===== config.mk =====
export PLATFORM = sky130hd
export DESIGN_NAME = mcont_chnbuf_rd_sequencer_flat
export DESIGN_NICKNAME = d
export VERILOG_FILES = /design/src/rtl/mcont_chnbuf_pkg.sv /design/src/rtl/mcont_chnbuf_rd_sequencer_if.sv /design/src/rtl/mcont_chnbuf_rd_sequencer.sv /design/src/flat_wrapper.sv
export SDC_FILE = /design/constraint.sdc
export NUM_CORES = 1
export LEC_CHECK = 0
export ABC_AREA = 1
export CAP_MARGIN = 10
export CORE_MARGIN = 4
export CORE_UTILIZATION = 56
export DETAILED_ROUTE_END_ITERATION = 8
export MAX_ROUTING_LAYER = met4
export PLACE_DENSITY = 0.84
export SYNTH_ARGS = -nofsm -noshare
export SYNTH_HDL_FRONTEND = slang
export SYNTH_SLANG_ARGS = --single-unit
export TNS_END_PERCENT = 50

===== constraint.sdc =====
create_clock -name clk -period 2.02 [get_ports clk]
set_input_delay 0.303 -clock clk [delete_from_list [all_inputs] [get_ports clk]]
set_output_delay 0.303 -clock clk [all_outputs]
set_load 0.1 [all_outputs]

===== src/rtl/mcont_chnbuf_pkg.sv =====
// Shared types and defaults for the channel-buffer read sequencer.
// The abort feature is enabled by the MCONT_CHNBUF_ABORT_EN macro.
package mcont_chnbuf_pkg;

    localparam int DEF_CHN_WIDTH  = 4;
    localparam int DEF_ADDR_WIDTH = 6;

    typedef enum logic [2:0] {
        ST_IDLE  = 3'd0,
        ST_SETUP = 3'd1,
        ST_READ  = 3'd2,
        ST_PAGE  = 3'd3,
        ST_DONE  = 3'd4
    } seq_state_e;

    // Clamp a requested word count to one full page.
    function automatic int unsigned sat_len(input int unsigned len, input int unsigned addr_width);
        int unsigned full;
        full = 32'd1 << addr_width;
        return (len > full) ? full : len;
    endfunction

endpackage


===== src/rtl/mcont_chnbuf_rd_sequencer_if.sv =====
// Command and buffer-read bundle between the sequencer and the channel buffers.
// The abort input exists only when MCONT_CHNBUF_ABORT_EN is defined.
interface mcont_chnbuf_rd_sequencer_if
    import mcont_chnbuf_pkg::*;
#(
    parameter int CHN_WIDTH  = DEF_CHN_WIDTH,
    parameter int ADDR_WIDTH = DEF_ADDR_WIDTH
);
    logic                  start;
    logic [CHN_WIDTH-1:0]  start_chn;
    logic [ADDR_WIDTH:0]   start_len;
    logic                  start_pgnxt;
`ifdef MCONT_CHNBUF_ABORT_EN
    logic                  abort;
`endif
    logic                  busy;
    logic [CHN_WIDTH-1:0]  ext_buf_rchn;
    logic                  ext_buf_rd;
    logic [ADDR_WIDTH-1:0] ext_buf_raddr;
    logic                  ext_buf_rpage_nxt;
    logic                  seq_done;

    modport master (
        input  start, start_chn, start_len, start_pgnxt,
`ifdef MCONT_CHNBUF_ABORT_EN
        input  abort,
`endif
        output busy, ext_buf_rchn, ext_buf_rd, ext_buf_raddr, ext_buf_rpage_nxt, seq_done
    );

    modport slave (
        output start, start_chn, start_len, start_pgnxt,
`ifdef MCONT_CHNBUF_ABORT_EN
        output abort,
`endif
        input  busy, ext_buf_rchn, ext_buf_rd, ext_buf_raddr, ext_buf_rpage_nxt, seq_done
    );

endinterface


===== src/rtl/mcont_chnbuf_rd_sequencer.sv =====
// Channel-buffer read sequencer: channel select, read burst, optional page advance, done pulse.
// Defining MCONT_CHNBUF_ABORT_EN adds an abort input that cuts SETUP/READ short to DONE.
module mcont_chnbuf_rd_sequencer
    import mcont_chnbuf_pkg::*;
#(
    parameter int CHN_WIDTH  = DEF_CHN_WIDTH,
    parameter int ADDR_WIDTH = DEF_ADDR_WIDTH
) (
    input  logic                        clk,
    input  logic                        rst_n,
    mcont_chnbuf_rd_sequencer_if.master bus
);

    localparam int LEN_W = ADDR_WIDTH + 1;

    seq_state_e            state;
    logic [LEN_W-1:0]      len_q;
    logic [LEN_W-1:0]      cnt;
    logic                  pgnxt_q;
    logic                  busy_q;
    logic [CHN_WIDTH-1:0]  rchn_q;
    logic                  rd_q;
    logic [ADDR_WIDTH-1:0] raddr_q;
    logic                  rpage_q;
    logic                  done_q;
    logic                  abort_w;

`ifdef MCONT_CHNBUF_ABORT_EN
    assign abort_w = bus.abort;
`else
    assign abort_w = 1'b0;
`endif

    // NOTE: every state bit and output register here is assigned with <= so all of them
    // update together on the edge; mixing in blocking writes would make order matter.
    // NOTE: the async reset clears every strobe at once, so a sequence cut by reset
    // never emits a late seq_done or rpage_nxt.
    always_ff @(posedge clk or negedge rst_n) begin
        if (!rst_n) begin
            state   <= ST_IDLE;
            len_q   <= '0;
            cnt     <= '0;
            pgnxt_q <= 1'b0;
            busy_q  <= 1'b0;
            rchn_q  <= '0;
            rd_q    <= 1'b0;
            raddr_q <= '0;
            rpage_q <= 1'b0;
            done_q  <= 1'b0;
        end else begin
            case (state)
                ST_IDLE: begin
                    if (bus.start) begin
                        state   <= ST_SETUP;
                        busy_q  <= 1'b1;
                        rchn_q  <= bus.start_chn;
                        len_q   <= LEN_W'(sat_len(32'(bus.start_len), ADDR_WIDTH));
                        pgnxt_q <= bus.start_pgnxt;
                        cnt     <= '0;
                    end
                end
                ST_SETUP: begin
                    if (abort_w) begin
                        state  <= ST_DONE;
                        done_q <= 1'b1;
                    end else if (len_q != '0) begin
                        state   <= ST_READ;
                        rd_q    <= 1'b1;
                        raddr_q <= '0;
                        cnt     <= LEN_W'(1);
                    end else begin
                        state   <= ST_PAGE;
                        rpage_q <= pgnxt_q;
                    end
                end
                ST_READ: begin
                    if (abort_w) begin
                        state  <= ST_DONE;
                        rd_q   <= 1'b0;
                        done_q <= 1'b1;
                    end else if (cnt == len_q) begin
                        state   <= ST_PAGE;
                        rd_q    <= 1'b0;
                        rpage_q <= pgnxt_q;
                    end else begin
                        // cnt holds the number of reads already issued, i.e. the next address
                        raddr_q <= cnt[ADDR_WIDTH-1:0];
                        cnt     <= cnt + LEN_W'(1);
                    end
                end
                ST_PAGE: begin
                    state   <= ST_DONE;
                    rpage_q <= 1'b0;
                    done_q  <= 1'b1;
                end
                ST_DONE: begin
                    state  <= ST_IDLE;
                    done_q <= 1'b0;
                    busy_q <= 1'b0;
                end
                default: begin
                    state <= ST_IDLE;
                end
            endcase
        end
    end

    assign bus.busy              = busy_q;
    assign bus.ext_buf_rchn      = rchn_q;
    assign bus.ext_buf_rd        = rd_q;
    assign bus.ext_buf_raddr     = raddr_q;
    assign bus.ext_buf_rpage_nxt = rpage_q;
    assign bus.seq_done          = done_q;

endmodule


===== src/flat_wrapper.sv =====
// flat-port wrapper written by rule: the top's interface ports become plain ports
module mcont_chnbuf_rd_sequencer_flat import mcont_chnbuf_pkg::*;
#(
    parameter int CHN_WIDTH  = DEF_CHN_WIDTH,
    parameter int ADDR_WIDTH = DEF_ADDR_WIDTH
)
  (clk, rst_n, bus_start, bus_start_chn, bus_start_len, bus_start_pgnxt, bus_busy, bus_ext_buf_rchn, bus_ext_buf_rd, bus_ext_buf_raddr, bus_ext_buf_rpage_nxt, bus_seq_done);
  mcont_chnbuf_rd_sequencer_if #(.CHN_WIDTH(CHN_WIDTH), .ADDR_WIDTH(ADDR_WIDTH)) bus_i ();
  input  logic clk;
  input  logic rst_n;
  input wire logic [$bits(bus_i.start)-1:0] bus_start;
  input wire logic [$bits(bus_i.start_chn)-1:0] bus_start_chn;
  input wire logic [$bits(bus_i.start_len)-1:0] bus_start_len;
  input wire logic [$bits(bus_i.start_pgnxt)-1:0] bus_start_pgnxt;
  output wire logic [$bits(bus_i.busy)-1:0] bus_busy;
  output wire logic [$bits(bus_i.ext_buf_rchn)-1:0] bus_ext_buf_rchn;
  output wire logic [$bits(bus_i.ext_buf_rd)-1:0] bus_ext_buf_rd;
  output wire logic [$bits(bus_i.ext_buf_raddr)-1:0] bus_ext_buf_raddr;
  output wire logic [$bits(bus_i.ext_buf_rpage_nxt)-1:0] bus_ext_buf_rpage_nxt;
  output wire logic [$bits(bus_i.seq_done)-1:0] bus_seq_done;
  assign bus_i.start = bus_start;
  assign bus_i.start_chn = bus_start_chn;
  assign bus_i.start_len = bus_start_len;
  assign bus_i.start_pgnxt = bus_start_pgnxt;
  assign bus_busy = bus_i.busy;
  assign bus_ext_buf_rchn = bus_i.ext_buf_rchn;
  assign bus_ext_buf_rd = bus_i.ext_buf_rd;
  assign bus_ext_buf_raddr = bus_i.ext_buf_raddr;
  assign bus_ext_buf_rpage_nxt = bus_i.ext_buf_rpage_nxt;
  assign bus_seq_done = bus_i.seq_done;
  mcont_chnbuf_rd_sequencer #(.CHN_WIDTH(CHN_WIDTH), .ADDR_WIDTH(ADDR_WIDTH)) u_core (.clk(clk), .rst_n(rst_n), .bus(bus_i));
endmodule

==> results of run 1 <==
==> cells by family after synthesis <==
| kind of cell | Yosys count |
|---|---|
| fa+ha+maj | 1 |
| flops | 32 |
| simple gates | 132 |
| compound gates | 17 |
| buf+inv | 30 |
| xor+xnor | 1 |
==> per-layer routing <==
metal,wire length [um],share of wire [%],vias to the layer above
met5,0,0,-
met4,68,2.0,0
met3,163,4.7,7
met2,1780,51,44
met1,1480,42,678
li1,-,-,735
==> cell usage after synthesis, drive strengths merged <==
master,number,area [um2]
xnor2,1,8.76
inv,28,110
nand4,1,6.26
a21oi,5,25.0
buf,2,16.3
o21ai,11,55.1
nor2,19,139
nor3,5,47.5
ha,1,12.5
nand3b,1,7.51
dfrtp,32,801
nand2,81,337
nand3,25,138
o21bai,1,18.8
==> power by group through the flow <==
stage                     sequential (mW)  combinational (mW)  clock (mW)
after floorplan                      1.62                1.02           0
after global placement               1.01                1.97           0
after detailed placement             1.03                2.00           0
after CTS                            1.02                2.01       0.398
after global routing                 1.05                2.16       0.433
final                                1.02                2.00       0.388
==> registers in the layout, indices dropped and copies added (netlist names) <==
register and cells:
u_core.cnt 7, u_core.bus.busy 1, u_core.bus.ext_buf_raddr 6, u_core.bus.ext_buf_rd 1, u_core.bus.ext_buf_rpage_nxt 1, u_core.bus.ext_buf_rchn 4, u_core.len_q 7, u_core.bus.seq_done 1
u_core.pgnxt_q 1, u_core.state 3
==> area by class of cell <==
class	count	area share, %
clock inverter	2	0.485
timing repair buffer	30	12.6
tap	31	1.88
multi-input combinational	151	38.5
inverter	28	5.33
clock buffer	6	2.48
sequential	32	38.8
==> worst reg2reg max path, cell delays in order (launching register included) <==
cell and delay, ns:
dfrtp_1 0.47, nor2_4 0.20, inv_6 0.06, nor2_8 0.20
inv_2 0.08, o21bai_4 0.22, nand3_1 0.10, nand2_1 0.06
==> path summary, 6_finish.rpt <==
kind	start	end	slack (ns)	depth (start not counted)
setup / recovery	u_core.state[2]$_DFFE_PN0P_	u_core.bus.ext_buf_raddr[1]$_DFFE_PN0P_	0.53	7
hold / removal	rst_n	u_core.len_q[3]$_DFFE_PN0P_	0.35	2
setup reg to reg	u_core.state[2]$_DFFE_PN0P_	u_core.bus.ext_buf_raddr[1]$_DFFE_PN0P_	0.53	7
hold reg to reg	u_core.bus.ext_buf_rpage_nxt$_DFFE_PN0P_	u_core.bus.ext_buf_rpage_nxt$_DFFE_PN0P_	0.47	2
max in group asynchronous	rst_n	u_core.pgnxt_q$_DFFE_PN0P_	1.37	2
min in group clk	u_core.bus.ext_buf_rpage_nxt$_DFFE_PN0P_	u_core.bus.ext_buf_rpage_nxt$_DFFE_PN0P_	0.47	2
==> reports/metrics.cfg, run 1 <==
[yosys]
mappedNetlistArea_um2 = 1720
synth_compound_area_share_pct = 5.74
syn_inst = 213
synth-adder-area-share_pct = 0.727
synth-seq-cells = 32
synth_warnings = 0
ys_types = 25
yosysSeqAreaShare_pct = 46.5
synth_top_family_by_area = simple AND/OR/NAND/NOR gates
synthMuxAreaShare_pct = 0
yosys.area_share.simple_pct = 39.2
synthXorXnorAreaFrac_pct = 0.509
syn_area_per_cell_um2 = 8.08
synthesis.nets = 229

[timing]
tightest_slew_ns = 0.398
fmax_mhz = 672
setup_viol = 0
hold_viol = 0
finalMaxSlewViolations = 0
min_period_ns = 1.49
slew_headroom_pct = 73.5
clock_skew_ns = 0.0113
holdWs_ns = 0.349
setup_ws_ns = 0.532
setup_tns_ns = 0
rsz0062_at_grt = no
fin_crit_sh_pct = 73.7

[clock_network]
clk_latency_ns = 0.33
clock-root-buffer = clkbuf_4
cts_tree = yes
post-cts-setup-buffers = 0
cts_max_level = 2
clkTransAtPathRegs_ns = 0.11
cts_hold_buf = 0
cts_num_sinks = 32
cts_resized = 0
cts_buffers = 5
clockBufferDepth = 2

[pwr]
cellLeakagePower_nw = 1.07
clock_power_share_pct = 11.4
combinationalPowerShare_pct = 58.8
intPower_mw = 1.53
p_total_mw = 3.41
p_sw_mw = 1.87
pwr_density_cell_nw_per_um2 = 1650
pwr-share-seq_pct = 29.8
switching_share_pct = 55.0
ir_drop_uv = 1030

[layout]
design_area_um2 = 2070
regArea_um2 = 801
syn_to_final_growth_pct = 20.0
antenna_cells = 0
final_common_cell = nand2_1
finalNonFillerCells = 280
layout.nets = 264
drive_above_1_share_pct = 20.1
fillers = 238
final_cell_mix = 74 x nand2_1, 32 x dfrtp_1, 24 x nand3_1
multi_input_area_um2 = 795
fin_util_pct = 72.4

[place]
port_buffers = 28
preCtsSetupSlack_ns = 0.441
dp_cells = 272
place.gp.congestion = 0.826
post_dp_cell_area_um2 = 2000
hpwl_mm = 2.67

[global_routing]
grt_pass1_wl_mm = 6.20
overflow = 0
grt_max_degree = 33
gr-usage-met1_pct = 22.6
grt_use_total_pct = 20.0
use_met2_pct = 33.2
grt_pass1_vias = 1452
use_met3_pct = 4.62
busiest_layer = met2
antenna_found_initial = 0

[route]
routed_wl_mm = 3.49
post_drt_via_cell_ratio = 5.23
drc = 0
drt_iter0_markers = 86
wl_per_cell_um = 12.5
num_vias = 1464
ant_nets = 0
firstDrtPassIters = 4

[setup_path]
cp.required_ns = 2.25
worst_path_largest_cell_delay_ns = 0.47
crit_type = reg -> reg
cp.buffers_inverters = 2
cp_cell_sequence = nor2_4 -> inv_6 -> nor2_8 -> inv_2 -> o21bai_4 -> nand3_1 -> nand2_1
critical-path-top-delay-family = simple AND/OR/NAND/NOR gates
worstPathMaxFanout = 13
worst_path_max_delay_cell = dfrtp_1
crit_arrival_ns = 1.71
cp-end-kind = flip-flop
setup.worst_path.start_class = flip-flop

[floorplanning]
start_util_pct = 60.4
fp.coreArea_um2 = 2850
rows = 19
die_x_um = 63.4
die_y_um = 63.4
top_level_ports = 29
die_area_um2 = 4030

[hold_path]
hp-class = in -> async

[flow_run]
max-cap-violations = 0

[outcome]
status = completed

Note: power is estimated with default switching activity, not from simulation.
==> run 2, diff against run 1 <==
CORE_UTILIZATION = 52   (was 56)
PLACE_DENSITY = 0.78   (was 0.84)
clock period = 1.5 ns   (was 2.02 ns; I/O delays follow)
==> reports/metrics.cfg, run 2 (synthesized netlist as in run 1, its figures left out) <==
[outcome]
status = completed

[global_routing]
grt_pass1_vias = 1574  ; +8.4%
grt_pass1_wl_mm = 6.70  ; +8.0%
busiest_layer = met2
use_met3_pct = 4.10  ; -0.52 points
grt_max_degree = 33  ; unchanged
overflow = 0  ; unchanged
antenna_found_initial = 0  ; unchanged
gr-usage-met1_pct = 24.4  ; +1.8 points
grt_use_total_pct = 21.4  ; +1.3 points
use_met2_pct = 35.8  ; +2.5 points

[pwr]
cellLeakagePower_nw = 1.19  ; +12%
ir_drop_uv = 1360  ; +31%
p_total_mw = 5.51  ; +62%
switching_share_pct = 51.0  ; -3.9 points
pwr_density_cell_nw_per_um2 = 2260  ; +37%
clock_power_share_pct = 12.2  ; +0.8 points
p_sw_mw = 2.81  ; +50%
combinationalPowerShare_pct = 61.8  ; +3.0 points
intPower_mw = 2.70  ; +76%
pwr-share-seq_pct = 26.0  ; -3.8 points

[route]
post_drt_via_cell_ratio = 5.06  ; -3.1%
num_vias = 1565  ; +6.9%
routed_wl_mm = 4.18  ; +20%
firstDrtPassIters = 4  ; unchanged
wl_per_cell_um = 13.5  ; +8.6%
drc = 0  ; unchanged
drt_iter0_markers = 95  ; +10%
ant_nets = 0  ; unchanged

[clock_network]
clkTransAtPathRegs_ns = 0.11  ; about the same
clockBufferDepth = 2  ; unchanged
cts_max_level = 2  ; unchanged
cts_buffers = 5  ; unchanged
cts_tree = yes
clock-root-buffer = clkbuf_4
cts_num_sinks = 32  ; unchanged
cts_hold_buf = 0  ; unchanged
clk_latency_ns = 0.35  ; +0.02 ns

[setup_path]
reg2regPathDepth = 6  ; -1
setup.worst_path.start_class = flip-flop
crit_type = reg -> reg
crit_arrival_ns = 1.73  ; +0.02 ns
r2r_end = u_core.bus.ext_buf_rpage_nxt$_DFFE_PN0P_
worstPathMaxFanout = 5  ; -8
rrSetupSlack_ns = 0.02  ; -0.52 ns
cp.required_ns = 1.74  ; -0.51 ns
r2r-start = u_core.cnt[6]$_DFFE_PN0P_
cp-end-kind = flip-flop

[place]
post_dp_cell_area_um2 = 2260  ; +13%
port_buffers = 28  ; unchanged
place.gp.congestion = 0.894  ; +8.3%
hpwl_mm = 3.04  ; +14%

[timing]
slew_headroom_pct = 73.2  ; -0.23 points
setup_viol = 0  ; unchanged
tightest_slew_ns = 0.401  ; +0.00347 ns
fmax_mhz = 674  ; +0.26%
min_period_ns = 1.48  ; -0.00383 ns
finalMaxSlewViolations = 0  ; unchanged
rsz0062_at_grt = yes
hold_viol = 0  ; unchanged
clock_skew_ns = 0.00902  ; -0.00232 ns
fin_crit_sh_pct = 98.9  ; +25 points

[floorplanning]
fp.coreArea_um2 = 3100  ; +8.8%
die_y_um = 65.5  ; +3.3%
start_util_pct = 55.5  ; -4.9 points
die_x_um = 65.5  ; +3.3%
die_area_um2 = 4300  ; +6.7%
top_level_ports = 29  ; unchanged
rows = 20  ; +1

[layout]
design_area_um2 = 2430  ; +18%
final_cell_mix = 72 x nand2_1, 29 x dfrtp_1, 22 x nand3_1
fillers = 219  ; -8.0%
syn_to_final_growth_pct = 41.3
drive_above_1_share_pct = 27.5  ; +7.5 points
final_common_cell = nand2_1
layout.nets = 280  ; +6.1%
antenna_cells = 0  ; unchanged

[flow_run]
max-cap-violations = 0  ; unchanged

[hold_path]
hp-class = in -> async

==> run 2: cell count changes in the layout (fill, tap and decap cells not counted), sizes merged <==
cell / previous run / this run
bufinv: 0 / 1
buf: 16 / 31
inv: 28 / 27
o21bai: 1 / 2
==> run 2: through the flow <==
step	hold WS (ns)	worst slack (ns)	TNS (ns)	utilization (%)	instances
final	0.265	0.0158	0	78.4	309
after global routing	0.291	-0.0259	-0.151	78.4	309
after CTS	0.281	0.0260	0	75.4	302
after detailed placement	0.521	-0.0107	-0.0107	72.9	294
after global placement	0.515	0.0230	0	72.9	294
after floorplan	-0.0706	0.206	0	-	213
==> run 2: worst max-delay path, cell delays in order (launching register included) <==
cell	delay (ns)
dfrtp_1	0.44
xnor2_1	0.26
nand3_4	0.17
o21bai_4	0.25
nand2_1	0.08
nand2_1	0.09
nand2_1	0.08
==> run 2: final cells by class <==
type	count	area (um2)	share of cell area [%]
inverters	28	113	4.63
multi-input cells	152	832	34.2
flip-flops and latches	32	805	33.1
clock buffers	6	41.3	1.70
repair buffers	45	552	22.7
clock inverters	2	35.0	1.44
well taps	44	55.1	2.26
==> run 2: routing by layer <==
metal | share of wire (%) | vias to the layer above
met1 | 42 | 721
met3 | 6.0 | 16
met4 | 3.0 | 0
li1 | - | 773
met2 | 49 | 55
met5 | 0 | -
==> run 2: worst max path at each step <==
stage	from	to
floorplan	u_core.cnt[6]$_DFFE_PN0P_	u_core.bus.ext_buf_rpage_nxt$_DFFE_PN0P_
global placement	bus_start	u_core.cnt[6]$_DFFE_PN0P_
detailed placement	bus_start	u_core.cnt[6]$_DFFE_PN0P_
CTS	u_core.cnt[6]$_DFFE_PN0P_	u_core.bus.ext_buf_rpage_nxt$_DFFE_PN0P_
global route	u_core.state[0]$_DFFE_PN0P_	u_core.cnt[6]$_DFFE_PN0P_
finish	u_core.cnt[6]$_DFFE_PN0P_	u_core.bus.ext_buf_rpage_nxt$_DFFE_PN0P_
==> run 2: power groups by stage <==
stage                     Clock, mW  Combinational [mW]  Sequential, mW
after detailed placement          0                3.15            1.44
after floorplan                   0                1.37            2.19
after global placement            0                3.06            1.42
after global routing          0.719                3.60            1.47
final                         0.672                3.40            1.43
after CTS                     0.665                3.16            1.42
==> run 2: what timing repair did <==
action,in CTS,in global routing
setup endpoints to repair,1,13
pin swaps,1,7
gates cloned,0,1
buffers inserted,0,6
resized for setup,0,12
